`src/rtl/cpa_rr_arbiter.sv`:
```
// cpa_rr_arbiter: round-robin arbiter sharing one 16-bit prefix CPA among
// NREQ requesters. The result lands in a one-entry registered output stage.

// mg_cpa: Kogge-Stone prefix carry-propagate adder, no carry-in.
module mg_cpa #(
  parameter int unsigned WIDTH = 16
) (
  input  logic [WIDTH-1:0] a,
  input  logic [WIDTH-1:0] b,
  output logic [WIDTH-1:0] sum,
  output logic             cout
);

  // Log-depth generate/propagate prefix tree, then sum = p ^ carry-in-per-bit
  always_comb begin : prefix
    logic [WIDTH-1:0] g;
    logic [WIDTH-1:0] p;
    logic [WIDTH-1:0] g_nx;
    logic [WIDTH-1:0] p_nx;
    logic [WIDTH-1:0] p0;
    g  = a & b;
    p  = a ^ b;
    p0 = p;
    for (int unsigned d = 1; d < WIDTH; d = d * 2) begin
      g_nx = g;
      p_nx = p;
      for (int unsigned i = d; i < WIDTH; i++) begin
        g_nx[i] = g[i] | (p[i] & g[i-d]);
        p_nx[i] = p[i] & p[i-d];
      end
      g = g_nx;
      p = p_nx;
    end
    sum  = p0 ^ {g[WIDTH-2:0], 1'b0};
    cout = g[WIDTH-1];
  end

endmodule

module cpa_rr_arbiter #(
  parameter int unsigned NREQ  = 4,
  parameter int unsigned WIDTH = 16,
  parameter int unsigned IDW   = 2
) (
  input  logic                  clk,
  input  logic                  rst,
  input  logic [NREQ-1:0]       req_valid,
  output logic [NREQ-1:0]       req_ready,
  input  logic [NREQ*WIDTH-1:0] req_a,
  input  logic [NREQ*WIDTH-1:0] req_b,
  output logic                  out_valid,
  input  logic                  out_ready,
  output logic [WIDTH-1:0]      out_sum,
  output logic                  out_cout,
  output logic [IDW-1:0]        out_id
);

  logic [IDW-1:0]   ptr_q, ptr_d;
  logic             out_valid_q, out_valid_d;
  logic [WIDTH-1:0] out_sum_q, out_sum_d;
  logic             out_cout_q, out_cout_d;
  logic [IDW-1:0]   out_id_q, out_id_d;

  logic             found;
  logic             accept;
  logic             grant;
  logic [IDW-1:0]   gnt_idx;
  logic [WIDTH-1:0] sel_a, sel_b;
  logic [WIDTH-1:0] cpa_sum;
  logic             cpa_cout;

  // Rotating priority search from ptr; selects the winner's operands for the CPA.
  // Nested loops keep every index a loop constant so the mux stays purely static.
  always_comb begin
    found   = 1'b0;
    gnt_idx = '0;
    sel_a   = '0;
    sel_b   = '0;
    for (int unsigned k = 0; k < NREQ; k++) begin
      for (int unsigned i = 0; i < NREQ; i++) begin
        if (!found && (i == (32'(ptr_q) + k) % NREQ) && req_valid[i]) begin
          found   = 1'b1;
          gnt_idx = IDW'(i);
          sel_a   = req_a[i*WIDTH +: WIDTH];
          sel_b   = req_b[i*WIDTH +: WIDTH];
        end
      end
    end
    accept = !out_valid_q || out_ready;
    grant  = found && accept && !rst;
    for (int unsigned i = 0; i < NREQ; i++) begin
      req_ready[i] = grant && (gnt_idx == IDW'(i));
    end
  end

  mg_cpa #(.WIDTH(WIDTH)) u_mg_cpa (
    .a    (sel_a),
    .b    (sel_b),
    .sum  (cpa_sum),
    .cout (cpa_cout)
  );

  // Next-state for pointer and output stage: load on grant, empty on drain-only.
  always_comb begin
    ptr_d       = ptr_q;
    out_valid_d = out_valid_q;
    out_sum_d   = out_sum_q;
    out_cout_d  = out_cout_q;
    out_id_d    = out_id_q;
    if (grant) begin
      ptr_d       = (gnt_idx == IDW'(NREQ - 1)) ? '0 : gnt_idx + 1'b1;
      out_valid_d = 1'b1;
      out_sum_d   = cpa_sum;
      out_cout_d  = cpa_cout;
      out_id_d    = gnt_idx;
    end else if (out_ready) begin
      out_valid_d = 1'b0;
    end
  end

  // State registers with synchronous reset.
  always_ff @(posedge clk) begin
    if (rst) begin
      ptr_q       <= '0;
      out_valid_q <= 1'b0;
      out_sum_q   <= '0;
      out_cout_q  <= 1'b0;
      out_id_q    <= '0;
    end else begin
      ptr_q       <= ptr_d;
      out_valid_q <= out_valid_d;
      out_sum_q   <= out_sum_d;
      out_cout_q  <= out_cout_d;
      out_id_q    <= out_id_d;
    end
  end

  assign out_valid = out_valid_q;
  assign out_sum   = out_sum_q;
  assign out_cout  = out_cout_q;
  assign out_id    = out_id_q;

endmodule

```
`config.mk`:
```
export PLATFORM = sky130hd
export DESIGN_NAME = cpa_rr_arbiter
export DESIGN_NICKNAME = d
export VERILOG_FILES = /design/src/rtl/cpa_rr_arbiter.sv
export SDC_FILE = /design/constraint.sdc
export NUM_CORES = 1
export LEC_CHECK = 0
export CORE_ASPECT_RATIO = 0.9
export CORE_MARGIN = 4
export CORE_UTILIZATION = 46
export DETAILED_ROUTE_END_ITERATION = 8
export PLACE_DENSITY = 0.91
export SLEW_MARGIN = 20
export SYNTH_ARGS = -nofsm -noshare
export SYNTH_HDL_FRONTEND = slang
export SYNTH_SLANG_ARGS = --single-unit
```
`constraint.sdc`:
```
create_clock -name clk -period 5 [get_ports clk]
set_clock_uncertainty 0.05 [all_clocks]
set_input_delay 0.5 -clock clk [delete_from_list [all_inputs] [get_ports clk]]
set_output_delay 0.5 -clock clk [all_outputs]
set_load 0.005 [all_outputs]
```
; ---- Yosys cells after proc, flatten, opt, wreduce, memory -nomap -nowiden
; Index checks and enable logic that the tools add are counted.
[totals]
reg_bits = 22
inputBits = 135
output_inout_bits = 24
wordCells = 286
[classes]
addsub = 4
n_eq_ne = 15
mux = 66
n_bitwise = 135
n_reduce_logical = 61
[ops]
columns = operator, count
row1 = $mux 16, 32
row2 = $logic_not 32->1, 4
row3 = $and 1x1->1, 83
row4 = $or 1x1->1, 49
row5 = $logic_and 1x1->1, 37
row6 = $xor 16x16->16, 2
row7 = $mux 2, 15
row8 = $mux 1, 19
row9 = $logic_not 1->1, 17
row10 = $and 16x16->16, 1
row11 = $eq 2x2->1 const A, 8
row12 = $eq 1x2->1 const A, 4
row13 = $add 2x1->2 const B, 2
row14 = $add 2x2->2 const B, 2
row15 = $eq 2x2->1 const B, 2
row16 = $eq 2x1->1 const B, 1
row17 = $logic_not 2->1, 1
row18 = $reduce_bool 2->1, 1
row19 = $logic_or 1x1->1, 1

; ---- Longest topological paths before layout
; Gate-level depths: netlist of the first run.
[depth]
word_depth = 72
mapped_depth = 17
ltp_nobuf = 14

; ---- Modules after synthesis
; From an unflattened synthesis of the first run, not the netlist that was laid out.
[unflattened]
cells_unflattened = 678
hier_area_um2 = 4584.4
[modules_own_cells]
columns = module, instances, cells_each, area_per_inst_um2, seq_area_each_um2
row1 = cpa_rr_arbiter, 1, 591, 3898.7, 440.4
row2 = mg_cpa, 1, 87, 685.7, 0.0

; ---- Worst setup path after synthesis of the first run
; Ideal clock, no wire load.
[synth_path]
path_type = in2reg
from = input port req_valid[0]
to = register out_cout_q (netlist: out_cout)
setup_time_ns = 0.133
t_arrival_ns = 4.007
required_time_ns = 4.817
path_slack_ns = 0.810
cell_stages = 17
n_path_buf = 3
cell_sequence = buf_2 > nor2b_1 > and2_1 > buf_2 > buf_1 > a221oi_1 > nand3_1 > a221oi_1 > a21oi_1 > ha_1 > fa_1 > a211oi_1 > o21ai_0 > a211oi_1 > o21ai_0 > a2111oi_0 > nor3_1
[synth_via]
elab_chain_len = 71
elab_cells_between_ends = 139
cone_classes = mux (48) / bitwise (43) / reduce/logical (48)
[synth_lines]
columns = item, line_no
row1 = "start, declared", 47  ; input logic [NREQ-1:0] req_valid,
row2 = $logic_and 1x1->1, 81  ; if (!found && (i == (32'(ptr_q) + k) % NREQ) && req_valid[i]) begin
row3 = $mux 1, 81
row4 = $logic_not 1->1, 81
row5 = $logic_and 1x1->1 (2 in a row), 81
row6 = $mux 1, 81
row7 = $logic_not 1->1, 81
row8 = $logic_and 1x1->1 (2 in a row), 81
row9 = $mux 1, 81
row10 = [... 53 more ...], n/a
row11 = $and 1x1->1, 28  ; g_nx[i] = g[i] | (p[i] & g[i-d]);
row12 = $or 1x1->1, 28
row13 = $and 1x1->1, 28
row14 = $or 1x1->1, 28
row15 = $and 1x1->1, 28
row16 = $or 1x1->1, 28
row17 = $and 1x1->1, 28
row18 = $or 1x1->1, 28
row19 = "end signal, assigned", 133  ; out_cout_q <= out_cout_d;
row20 = "end, declared", 61  ; logic out_cout_q, out_cout_d;
; Parallel ways exist; a longest one is shown, timed or not.
; A chain may end at the register's enable or synchronous reset.

; ---- Worst setup path after layout of the first run
[layout_path]
from = register ptr_q[0]
to = register out_cout_q (netlist: out_cout)
[layout_via]
elab_chain_len = 72
elab_cells_between_ends = 158
cone_classes = add/sub (3) / eq/ne (12) / mux (48) / bitwise (43) / reduce/logical (52)
[layout_lines]
columns = item, line_no
row1 = "start, declared", 58  ; logic [IDW-1:0] ptr_q, ptr_d;
row2 = "start signal, assigned", 130  ; ptr_q <= ptr_d;
row3 = $logic_not 32->1, 81
row4 = $logic_and 1x1->1, 81
row5 = $mux 1, 81
row6 = $logic_not 1->1, 81
row7 = $logic_and 1x1->1 (2 in a row), 81
row8 = $mux 1, 81
row9 = $logic_not 1->1, 81
row10 = $logic_and 1x1->1 (2 in a row), 81
row11 = [... 54 more ...], n/a
row12 = $and 1x1->1, 28
row13 = $or 1x1->1, 28
row14 = $and 1x1->1, 28
row15 = $or 1x1->1, 28
row16 = $and 1x1->1, 28
row17 = $or 1x1->1, 28
row18 = $and 1x1->1, 28
row19 = $or 1x1->1, 28
; Parallel ways exist; a longest one is shown, timed or not.

==> results of run 1 <==
-- cell usage in the layout, fill, tap and decap left out, drive strengths merged, types with 5 or more instances in the layout --
master / n
a21o: 5
a222oi: 7
inv: 6
a221oi: 47
a21oi: 32
a22oi: 32
a221o: 7
dfxtp: 22
or4: 16
nor3b: 5
a211oi: 12
nor3: 12
ha: 20
clkdlybuf4s50: 158
and2: 11
a22o: 15
o22ai: 32
xnor2: 6
o21ai: 29
buf: 56
nand3: 29
a31oi: 23
nand2: 53
nor2: 65
a211o: 5
and3: 7
xor2: 5
nor2b: 11
-- cell families after synthesis --
family / synth area share
adder cells (fa/ha/maj): 0.0643
XOR/XNOR: 0.0229
buffers and inverters: 0.0610
multiplexers: 0.00238
AND/OR/NAND/NOR: 0.286
flip-flops: 0.105
AO/OA/AOI/OAI: 0.459
-- cell usage after synthesis, drive strengths merged, types with 11 or more instances --
cell / count / share of area
nor3: 12 / 0.014
or4: 16 / 0.029
ha: 20 / 0.060
nand2: 53 / 0.047
a211oi: 12 / 0.021
a21oi: 32 / 0.039
nand3: 29 / 0.035
a22o: 15 / 0.031
buf: 25 / 0.032
nor2b: 11 / 0.016
a22oi: 32 / 0.057
and2: 11 / 0.016
a221oi: 47 / 0.098
dfxtp: 22 / 0.10
nor2: 65 / 0.059
a31oi: 23 / 0.034
clkbuf: 25 / 0.022
o21ai: 29 / 0.035
o22ai: 32 / 0.048
-- layer usage --
metal / vias to the layer above / wire length, um / share of wire / track usage
li1: 2811 / - / - / -
met1: 2913 / 7970 / 0.40 / 0.498
met2: 549 / 8580 / 0.43 / 0.544
met3: 73 / 2730 / 0.14 / 0.0648
met4: 0 / 737 / 0.037 / 0.111
met5: - / 0 / 0 / 0
-- state kept, by name, indices dropped and copies added, names as in the netlist --
name and flops:
ptr_q 2, out_cout 1, out_valid 1, out_sum 16
out_id 2
-- power breakdown --
part           internal, mW  switching [mW]
logic                 0.530           0.496
registers             0.234          0.0403
clock network        0.0705          0.0649
total                 0.834           0.601
-- final timing paths --
check | startpoint | to | slack, ns | depth (start not counted)
worst max-delay path | ptr_q[0] | out_cout | 0.30 | 14
worst max register to register | ptr_q[0] | out_cout | 0.30 | 14
worst min-delay path | out_id[1] | out_id[1] | 0.41 | 2
worst min register to register | out_id[1] | out_id[1] | 0.41 | 2
-- worst max-delay path: stages (launching register included) --
cell and delay (ns):
dfxtp_1 0.93, nor2b_1 0.19, buf_4 0.20, nor2b_1 0.57, a221o_1 0.26, a221oi_1 0.05, or4_1 0.54, a31oi_1 0.21
ha_1 0.35, a21oi_1 0.17, a21boi_0 0.09, a211oi_1 0.27, o21ai_0 0.17, a2111oi_0 0.41, nor3_1 0.10
-- final cells by class --
cell class              count  area, um^2
repair buffers            214        2010
fillers                   784        2520
clock buffers               4        55.1
inverters                   7        26.3
well taps                 119         149
multi-input cells         534        3520
flip-flops and latches     22         440
==> out/metrics.yaml, run 1 <==
setup_path:
  cp_max_fo: 23
  crit_required_ns: 5.10
  arrival_ns: 4.80
  criticalPathCategory: "reg2reg"
  critPathLaunchType: "register"
  endpoint_kind: "register"
layout:
  layout-drive-gt1-share: 0.0973
  final_util: 0.711
  nets: 938
  post-route-cell-area_mm2: 0.00620
  antenna_cells: 0
  area_delta_synth_final_pct: 47.5
  instances_no_fill: 900
floorplanning:
  rows: 32
  die_w_um: 109
  die_area_mm2: 0.0107
  start_util: 0.482
  pin_count: 159
  coreArea_mm2: 0.00873
  die_h_um: 98.7
place:
  post_dp_cell_area_mm2: 0.00615
  place_congestion: 0.988
  numPortBuffers: 158
  pre_cts_ws_ns: 0.193
  post-dp-hpwl_um: 15800
  place_inst: 896
synthesis:
  syn_area_per_cell_um2: 6.86
  synth_cell_types: 62
  yosysSeqAreaShare: 0.105
  syn_area_mm2: 0.00421
  synthesis.nets: 769
  synthCells: 613
  yosysWarningCount: 0
  synth_seq_cells: 22
  async_reset_ff_frac: 0
  synth_edf_count: 0
  synthFlopType: "dfxtp_1"
power:
  power.total_mw: 1.44
  leakagePower_nw: 2.46
  power_density_mw_per_mm2: 231
  peakVddDrop_uv: 153
clock_network:
  post_cts_buffers: 0
  cts_tree: "built"
  cts_made_buffers: 3
  root_buffer: "clkbuf_8"
  cts.reportedPaths.clkPinSlew_ns: 0.09
  ctsResizeCount: 0
  numClockSinks: 22
  htree_levels: 1
  ctsHoldBuffers: 0
  cts_buffer_depth: 2
  clkLatencyLatePin_ns: 0.27
global_routing:
  antenna_found_initial: 0
  grt_max_degree: 29
  grt_usage: 0.354
  overflow: 0
  grt_pass1_vias: 5906
  grt_pass1_wl_um: 30800
sta:
  tns_ns: 0
  worstMarginPinSlew_ns: 0.916
  finalSetupViolCount: 0
  drv_slew: 0
  setup_ws_ns: 0.301
  hold-worst-slack_ns: 0.414
  timing.fmax_mhz: 213
  rsz0062_at_grt: "false"
  hold_viol: 0
  relSlewSlack: 0.388
  period_minus_slack_ns: 4.70
  period_share: 0.940
drt:
  drc: 0
  wire_per_inst_um: 22.2
  dr.pass1.iters: 6
  num_vias: 6346
  vias_per_cell: 7.05
  antenna_left: 0
  drt_iter0_drc: 740
  totalWireLength_um: 20000
run:
  cap_violations: 0
min_path:
  hold_path_class: "reg2reg"
outcome:
  outcome: "finished clean"
(Power assumes the default switching activity.)
==> run 2: changes to the inputs <==
--- a/config.mk
+++ b/config.mk
@@ -5,7 +5,6 @@
 export SDC_FILE = /design/constraint.sdc
 export NUM_CORES = 1
 export LEC_CHECK = 0
-export CORE_ASPECT_RATIO = 0.9
 export CORE_MARGIN = 4
 export CORE_UTILIZATION = 46
 export DETAILED_ROUTE_END_ITERATION = 8
==> constraint.sdc (replaced) <==
create_clock -name clk -period 5 [get_ports clk]
set_clock_uncertainty 0.05 [all_clocks]
set_input_delay 0.5 -clock clk [delete_from_list [all_inputs] [get_ports clk]]
set_output_delay 0.5 -clock clk [all_outputs]
set_load 0.05 [all_outputs]
==> out/metrics.yaml, run 2 (synthesized netlist as in run 1, its figures left out) <==
sta:
  worstMarginPinSlew_ns: 0.869  # -0.0477 ns
  period_minus_slack_ns: 4.62  # -0.0739 ns
  tns_ns: 0  # unchanged
  timing.fmax_mhz: 216  # +1.6%
  relSlewSlack: 0.420  # +0.0315
  rsz0062_at_grt: "false"
  finalSetupViolCount: 0  # unchanged
  drv_slew: 0  # unchanged
  hold_viol: 0  # unchanged
  period_share: 0.925  # -0.0148
power:
  peakVddDrop_uv: 219  # +43%
  power_density_mw_per_mm2: 271  # +17%
  leakagePower_nw: 2.47  # +0.56%
  power.total_mw: 1.68  # +17%
floorplanning:
  start_util: 0.478  # -0.00424
  pin_count: 159  # unchanged
  rows: 34  # +6.3%
  die_area_mm2: 0.0107  # about the same
  die_w_um: 104  # -4.8%
  coreArea_mm2: 0.00881  # +0.89%
  die_h_um: 104  # +5.0%
setup_path:
  critPathLaunchType: "primary input"
  endpoint_kind: "register"
  cp_max_fo: 9  # -61%
  criticalPathCategory: "in2reg"
  reg2reg_from: "ptr_q[0]"
  arrival_ns: 4.73  # -0.07 ns
  cp-startpoint: "req_valid[3]"
  crit_required_ns: 5.10  # about the same
place:
  place_congestion: 1.01  # +1.9%
  post-dp-hpwl_um: 16500  # +4.2%
  numPortBuffers: 158  # unchanged
clock_network:
  numClockSinks: 22  # unchanged
  clkLatencyLatePin_ns: 0.27  # about the same
  cts_tree: "built"
  cts_buffer_depth: 2  # unchanged
  htree_levels: 1  # unchanged
  cts.reportedPaths.clkPinSlew_ns: 0.09  # about the same
  root_buffer: "clkbuf_8"
  cts_made_buffers: 3  # unchanged
layout:
  antenna_cells: 0  # unchanged
  final_common_cell: "clkdlybuf4s50_1"
  nets: 935  # -0.32%
  largest_reg_flops: 16  # unchanged
  final_util: 0.703  # -0.00797
  area_delta_synth_final_pct: 47.2
  layout_common_cells: "clkdlybuf4s50_1, nor2_1, nand2_1, buf_4, a221oi_1"
  layout-drive-gt1-share: 0.0938  # -0.00348
global_routing:
  antenna_found_initial: 0  # unchanged
  grt_max_degree: 24  # -17%
  grt_pass1_wl_um: 33500  # +8.8%
  grt_pass1_vias: 6329  # +7.2%
  overflow: 0  # unchanged
  grt_usage: 0.373  # +0.0187
min_path:
  hp-start: "out_id[1]"
  hold_path_class: "reg2reg"
drt:
  vias_per_cell: 7.31  # +3.7%
  num_vias: 6481  # +2.1%
  antenna_left: 0  # unchanged
  dr_wl_met3_um: 2710  # -0.92%
  drc: 0  # unchanged
  dr.pass1.iters: 6  # unchanged
  drt-met1-wl_um: 7960  # about the same
  totalWireLength_um: 20900  # +4.5%
  met2_wirelength_um: 9280  # +8.3%
  highest_layer: "met4"
  wire_per_inst_um: 23.6  # +6.2%
  drt_iter0_drc: 984  # +33%
outcome:
  outcome: "finished clean"
run:
  cap_violations: 0  # unchanged
run 2: layout make-up:
cell class,instances,area (um^2)
inverters,7,26.3
repair buffers,211,2000
well taps,108,135
multi-input cells,534,3520
fillers,742,2620
flip-flops and latches,22,440
clock inverters,1,30.0
clock buffers,3,41.3
run 2: power breakdown:
group	total [mW]	switching, mW	internal [mW]
clock	0.171	0.0634	0.107
combinational	1.23	0.713	0.519
sequential	0.272	0.0383	0.234
run 2: repair_timing:
action / 4_1_cts / 5_1_grt
hold buffers: 0 / 0
endpoints found under the setup margin: 0 / 1
setup buffers: 0 / 0
resized for setup: 0 / 2
run 2: final timing paths:
check	end	slack, ns	cells past startpoint
worst min-delay path	out_id[1]	0.41	2
worst min register to register	out_id[1]	0.41	2
worst max register to register	out_cout	0.38	13
worst max-delay path	out_cout	0.38	14
run 2: layer usage:
layer	global-route usage	vias up
li1	-	2796
met1	0.492	2984
met2	0.608	589
met3	0.0746	112
met4	0.122	0
met5	0	-
run 2: stage by stage:
stage          instances  setup slack, ns  hold slack, ns  instance area [um^2]
5_1_grt              886           0.0246           0.437                  6190
3_3_place_gp         882            0.166           0.394                  6110
4_1_cts              886            0.370           0.412                  6180
3_5_place_dp         882           0.0942           0.398                  6110
6_report             886            0.375           0.411                  6190
2_1_floorplan        613            0.810           0.519                  4210
run 2: worst max-delay path, cell delays in order:
cell	delay [ns]
clkdlybuf4s50_1	0.54
and2_1	0.18
nor2b_1	0.68
a221o_1	0.28
a221oi_1	0.05
or4_1	0.52
a31oi_1	0.32
ha_1	0.34
nand4_1	0.12
a21oi_1	0.06
a211oi_1	0.35
o21ai_0	0.19
a2111oi_0	0.47
nor3_1	0.11
